`src/rtl/dsp_t1_cfg_params_if.sv`:
```
// Operand, control and result bundle for the configurable DSP multiply-accumulate.
// The master drives the operands and controls; the slave (the DSP) returns z_o.
interface dsp_t1_cfg_params_if;
  logic [19:0] a_i;
  logic [17:0] b_i;
  logic [5:0]  acc_fir_i;
  logic        unsigned_a_i;
  logic        unsigned_b_i;
  logic [2:0]  feedback_i;
  logic        load_acc_i;
  logic        subtract_i;
  logic [37:0] z_o;

  modport master (
    output a_i, b_i, acc_fir_i, unsigned_a_i, unsigned_b_i,
    output feedback_i, load_acc_i, subtract_i,
    input  z_o
  );

  modport slave (
    input  a_i, b_i, acc_fir_i, unsigned_a_i, unsigned_b_i,
    input  feedback_i, load_acc_i, subtract_i,
    output z_o
  );
endinterface

```
`src/rtl/dsp_t1_cfg_params.sv`:
```
// 20x18 multiplier with a 64-bit accumulator, a rounding/shifting/saturating output path
// and parameter-selected input and output register stages.
module dsp_t1_cfg_params #(
  parameter logic [5:0] SHIFT_RIGHT     = 6'd0,
  parameter logic       REGISTER_INPUTS = 1'b0,
  parameter logic [2:0] OUTPUT_SELECT   = 3'h0,
  parameter logic       ROUND           = 1'b0,
  parameter logic       SATURATE_ENABLE = 1'b0
) (
  input logic                      clk,
  input logic                      rst,
  dsp_t1_cfg_params_if.slave       bus
);

  typedef struct packed {
    logic [19:0] a;
    logic [17:0] b;
    logic [5:0]  acc_fir;
    logic        unsigned_a;
    logic        unsigned_b;
    logic [2:0]  feedback;
    logic        load_acc;
    logic        subtract;
  } in_t;

  in_t in_raw;
  in_t in_eff;

  assign in_raw = '{
    a:          bus.a_i,
    b:          bus.b_i,
    acc_fir:    bus.acc_fir_i,
    unsigned_a: bus.unsigned_a_i,
    unsigned_b: bus.unsigned_b_i,
    feedback:   bus.feedback_i,
    load_acc:   bus.load_acc_i,
    subtract:   bus.subtract_i
  };

  generate
    if (REGISTER_INPUTS) begin : g_in_reg
      in_t in_d;
      in_t in_q;

      always_comb begin
        in_d = in_raw;
      end

      always_ff @(posedge clk) begin
        if (rst) in_q <= '0;
        else     in_q <= in_d;
      end

      assign in_eff = in_q;
    end else begin : g_in_comb
      assign in_eff = in_raw;
    end
  endgenerate

  logic [37:0] a_ext;
  logic [37:0] b_ext;
  logic [37:0] prod;
  logic [63:0] prod64;
  logic [63:0] a64;
  logic        acc_signed;

  // Operands are widened to the product width so one unsigned multiply covers all sign modes.
  always_comb begin
    a_ext      = in_eff.unsigned_a ? {18'b0, in_eff.a} : {{18{in_eff.a[19]}}, in_eff.a};
    b_ext      = in_eff.unsigned_b ? {20'b0, in_eff.b} : {{20{in_eff.b[17]}}, in_eff.b};
    prod       = a_ext * b_ext;
    acc_signed = !(in_eff.unsigned_a && in_eff.unsigned_b);
    prod64     = acc_signed ? {{26{prod[37]}}, prod} : {26'b0, prod};
    a64        = in_eff.unsigned_a ? {44'b0, in_eff.a} : {{44{in_eff.a[19]}}, in_eff.a};
  end

  logic [63:0] acc_d;
  logic [63:0] acc_q;
  logic [63:0] acc_base;

  always_comb begin
    case (in_eff.feedback)
      3'd0:    acc_base = acc_q;
      3'd2:    acc_base = a64 << in_eff.acc_fir;
      default: acc_base = '0;
    endcase
    acc_d = acc_q;
    if (in_eff.load_acc) begin
      acc_d = in_eff.subtract ? (acc_base - prod64) : (acc_base + prod64);
    end
  end

  always_ff @(posedge clk) begin
    if (rst) acc_q <= '0;
    else     acc_q <= acc_d;
  end

  logic [63:0] rounded;
  logic [63:0] shifted;
  logic [37:0] clamped;
  logic [37:0] post;
  logic        fits;

  always_comb begin
    rounded = acc_q;
    if (ROUND && (SHIFT_RIGHT != 6'd0)) begin
      rounded = acc_q + (64'd1 << (SHIFT_RIGHT - 6'd1));
    end
    if (acc_signed) shifted = $signed(rounded) >>> SHIFT_RIGHT;
    else            shifted = rounded >> SHIFT_RIGHT;

    // A value fits when every bit above the 38-bit window matches the window's sign (or is zero).
    if (acc_signed) begin
      fits    = (shifted[63:37] == {27{shifted[63]}});
      clamped = shifted[63] ? {1'b1, 37'b0} : {1'b0, {37{1'b1}}};
    end else begin
      fits    = (shifted[63:38] == 26'b0);
      clamped = {38{1'b1}};
    end

    post = shifted[37:0];
    if (SATURATE_ENABLE && !fits) post = clamped;
  end

  logic [37:0] z_sel;

  always_comb begin
    case (OUTPUT_SELECT[1:0])
      2'd0:    z_sel = prod;
      2'd2:    z_sel = acc_q[37:0];
      default: z_sel = post;
    endcase
  end

  generate
    if (OUTPUT_SELECT[2]) begin : g_out_reg
      logic [37:0] z_d;
      logic [37:0] z_q;

      always_comb begin
        z_d = z_sel;
      end

      always_ff @(posedge clk) begin
        if (rst) z_q <= '0;
        else     z_q <= z_d;
      end

      assign bus.z_o = z_q;
    end else begin : g_out_comb
      assign bus.z_o = z_sel;
    end
  endgenerate

endmodule

```
`src/flat_wrapper.sv`:
```
// flat-port wrapper written by rule: the top's interface ports become plain ports
module dsp_t1_cfg_params_flat 
#(
  parameter logic [5:0] SHIFT_RIGHT     = 6'd0,
  parameter logic       REGISTER_INPUTS = 1'b0,
  parameter logic [2:0] OUTPUT_SELECT   = 3'h0,
  parameter logic       ROUND           = 1'b0,
  parameter logic       SATURATE_ENABLE = 1'b0
)
  (clk, rst, bus_a_i, bus_b_i, bus_acc_fir_i, bus_unsigned_a_i, bus_unsigned_b_i, bus_feedback_i, bus_load_acc_i, bus_subtract_i, bus_z_o);
  dsp_t1_cfg_params_if bus_i ();
  input logic clk;
  input logic rst;
  input wire logic [$bits(bus_i.a_i)-1:0] bus_a_i;
  input wire logic [$bits(bus_i.b_i)-1:0] bus_b_i;
  input wire logic [$bits(bus_i.acc_fir_i)-1:0] bus_acc_fir_i;
  input wire logic [$bits(bus_i.unsigned_a_i)-1:0] bus_unsigned_a_i;
  input wire logic [$bits(bus_i.unsigned_b_i)-1:0] bus_unsigned_b_i;
  input wire logic [$bits(bus_i.feedback_i)-1:0] bus_feedback_i;
  input wire logic [$bits(bus_i.load_acc_i)-1:0] bus_load_acc_i;
  input wire logic [$bits(bus_i.subtract_i)-1:0] bus_subtract_i;
  output wire logic [$bits(bus_i.z_o)-1:0] bus_z_o;
  assign bus_i.a_i = bus_a_i;
  assign bus_i.b_i = bus_b_i;
  assign bus_i.acc_fir_i = bus_acc_fir_i;
  assign bus_i.unsigned_a_i = bus_unsigned_a_i;
  assign bus_i.unsigned_b_i = bus_unsigned_b_i;
  assign bus_i.feedback_i = bus_feedback_i;
  assign bus_i.load_acc_i = bus_load_acc_i;
  assign bus_i.subtract_i = bus_subtract_i;
  assign bus_z_o = bus_i.z_o;
  dsp_t1_cfg_params #(.SHIFT_RIGHT(SHIFT_RIGHT), .REGISTER_INPUTS(REGISTER_INPUTS), .OUTPUT_SELECT(OUTPUT_SELECT), .ROUND(ROUND), .SATURATE_ENABLE(SATURATE_ENABLE)) u_core (.clk(clk), .rst(rst), .bus(bus_i));
endmodule
```
`config.mk`:
```
export PLATFORM = sky130hd
export DESIGN_NAME = dsp_t1_cfg_params_flat
export DESIGN_NICKNAME = d
export VERILOG_FILES = /design/src/rtl/dsp_t1_cfg_params_if.sv /design/src/rtl/dsp_t1_cfg_params.sv /design/src/flat_wrapper.sv
export SDC_FILE = /design/constraint.sdc
export NUM_CORES = 1
export LEC_CHECK = 0
export ABC_AREA = 1
export BUFFER_PORTS_ARGS = -buffer_cell sky130_fd_sc_hd__buf_4
export CORE_ASPECT_RATIO = 1.75
export CORE_MARGIN = 2
export CORE_UTILIZATION = 40
export DETAILED_ROUTE_END_ITERATION = 12
export PLACE_DENSITY_LB_ADDON = 0.1
export SLEW_MARGIN = 15
export SYNTH_ARGS = -nofsm -noshare
export SYNTH_HDL_FRONTEND = slang
export SYNTH_SLANG_ARGS = --single-unit
```
`constraint.sdc`:
```
create_clock -name vclk -period 10
set_clock_uncertainty 0.15 [all_clocks]
set_input_delay 2 -clock vclk [all_inputs]
set_output_delay 2 -clock vclk [all_outputs]
set_load 0.02 [all_outputs]
```
==> results by group <==
Setup path
  – Most common cell on crit path: fa_1
  – Setup Crit Path Kind: primary input to output port
  – Slowest CP cell: fa_2
  – Critical Path AT: roughly 8.3 ns
  – Crit Path Max Fanout: 6
  – Critical Path Max Stage Delay: approximately 0.64 ns
  – CP Launch Type: primary input
  – Critical path endpoint category: output port
  – Worst path cell trace: buf_12 -> buf_6 -> nand2_4 -> nor2_2 -> fa_1 -> inv_2 -> fa_2 -> fa_2 -> buf_6 -> fa_2 -> fa_1 -> fa_1 -> fa_1 -> fa_1 -> inv_1 -> ha_4 -> nand2_1 -> buf_4 -> nor2_2 -> nand4_1 -> o211a_1 -> nand2_2 -> xor2_2 -> buf_6
  – CP Data Required Time: 7.85 ns

Routing
  – Routed WL: around 63000 um
  – Pre-Repair DR Iteration Count: 4
  – Routed Antenna Nets: 0
  – DR vias: 16300
  – DR vias/cell: around 4.7
  – DRC violations left: 0
  – Initial DRC count: 501
  – Wire length per cell: approximately 18 um

Timing
  – Min Tclk post-route: roughly 10 ns
  – Min Hold Slack: 4.30 ns
  – Slew margin rel.: 0.672
  – Setup ws final: -0.495 ns
  – RSZ-0062 raised after global routing: true
  – Tightest Pin Transition: 0.487 ns
  – Slew Viols, Final: 0
  – Final setup violation count: 17
  – Final Cycle Share: 1.05
  – Max Fclk: 95.3 MHz
  – Final Hold Fails: 0

Logic synthesis
  – Area contributors post-synth: fa_1, inv_1, ha_1
  – Synthesized area per cell: 7.73 um^2
  – Sequential area share after synthesis: 0
  – Synth area leader: fa_1
  – Yosys warns: 0
  – Post-Syn Instances: 2491
  – Count of cell types in the netlist: 36
  – Cell Area, Synth: roughly 19000 um^2
  – Synth top area share: 0.507
  – Most instantiated library cell after synthesis: inv_1
  – Commonest cells post-synth: inv_1, nand2_1, fa_1
  – Syn Nets: 3196

Run status
  – Violated checks: negative setup slack
  – Status: complete, but fails checks

Die
  – Die area: 50000 um^2
  – # rows: 106
  – Core ar.: ~48000 um^2
  – Die width: 170 um
  – Starting Density: 0.405
  – I/O pins: 91
  – Die Span Y: 294 um

Worst hold path
  – WHS Path Cells: 4
  – Hold EP: bus_z_o[0]
  – Min-delay src: bus_b_i[0]
  – Hold Crit Class: primary input to output port

Global route
  – GR Overflow Total: 0
  – Vias in the first global route: 18900
  – Initial antenna violation count: 0
  – First-pass GRT wire length: 99700 um
  – GRT Util Overall: 0.269
  – Largest net degree at the start of global routing: 21

Placed design
  – Placer congestion estimate: 0.934
  – Placement Cell Area: 23100 um^2
  – Port Buffer Count: 78
  – Hpwl dp: 56200 um
  – Post-Place Cells: 3403

Final layout
  – Nets: 3567
  – Layout area overhead: 32.3%
  – Clock buf count: 0
  – FFs & Latches: 0
  – Filler Cell Count: 4615
  – N_diodes: 0
  – Final design instance area without fill: 25500 um^2
  – Fin cells: 3454
  – Final Util: 0.535
  – Sequential Area: 0 um^2
  – Area taken by multi-input logic gates: 17200 um^2
  – Share of layout cells above drive strength 1: 0.286

Job
  – Total of max-cap violations: 0

CTS
  – # hold bufs at CTS: 0
per-layer routing:
metal,up-vias,global-route usage,wire (um)
li1,7564,-,-
met1,8210,0.235,18600
met2,318,0.557,37200
met3,190,0.0118,1200
met4,0,0.199,6330
met5,-,0,0
through the flow:
step                      setup slack (ns)  setup TNS (ns)
after floorplan                    -0.0483          -0.128
after global placement              -0.784          -10.78
after detailed placement            -0.828          -11.54
after CTS                           -0.477           -4.00
after global routing                -0.680           -7.48
final                               -0.495           -3.87
repair_timing:
action | in CTS | in global routing
gates resized for setup | 387 | 145
cloned | 3 | 1
pin swaps | 176 | 133
setup buffers | 40 | 12
endpoints found under the setup margin | 21 | 24
critical path: cells and delay by family:
family                   cells  cell delay (ns)
AO/OA/AOI/OAI                1             0.25
AND/OR/NAND/NOR              6             0.50
XOR/XNOR                     1             0.16
adder cells (fa/ha/maj)      9             4.58
buffers and inverters        7             0.84
cell type report:
cell class / instances / share of cell area
tap: 594 / 0.0292
timing repair buffer: 448 / 0.161
multi-input combinational: 1488 / 0.674
inverter: 924 / 0.136
worst max-delay path by stage:
stage | from | endpoint | slack [ns] | cells past startpoint
floorplan | bus_a_i[19] | bus_z_o[37] | -0.05 | 29
global placement | bus_a_i[19] | bus_z_o[37] | -0.78 | 27
detailed placement | bus_a_i[19] | bus_z_o[37] | -0.83 | 29
CTS | bus_a_i[19] | bus_z_o[35] | -0.48 | 26
global route | bus_b_i[2] | bus_z_o[35] | -0.68 | 25
finish | bus_a_i[19] | bus_z_o[35] | -0.49 | 24
cells in the final DEF, fill, tap and decap left out, types with 9 or more instances in the layout:
master and instances:
inv_1 848, nand2_1 477, fa_1 442, buf_4 326
ha_1 127, buf_6 89, inv_2 73, nor2_1 46
fa_2 46, nand2_2 45, nor2_4 37, ha_4 30
a21oi_2 20, nand3_1 20, nor2_2 19, a21oi_1 18
buf_12 17, nand2_4 16, xor2_1 15, xnor2_1 14
o21ai_2 11, buf_8 11, xor2_2 10, nand4_1 9
a21oi_4 9
cells by family after synthesis:
logic type               Yosys count  synth area share
adder cells (fa/ha/maj)          652             0.614
AND/OR/NAND/NOR                  706             0.145
XOR/XNOR                          43            0.0196
AO/OA/AOI/OAI                     87            0.0256
buffers and inverters           1003             0.197
Power is not shown: default switching activity piles up to over one toggle a cycle in this logic, so the estimate is an artifact.
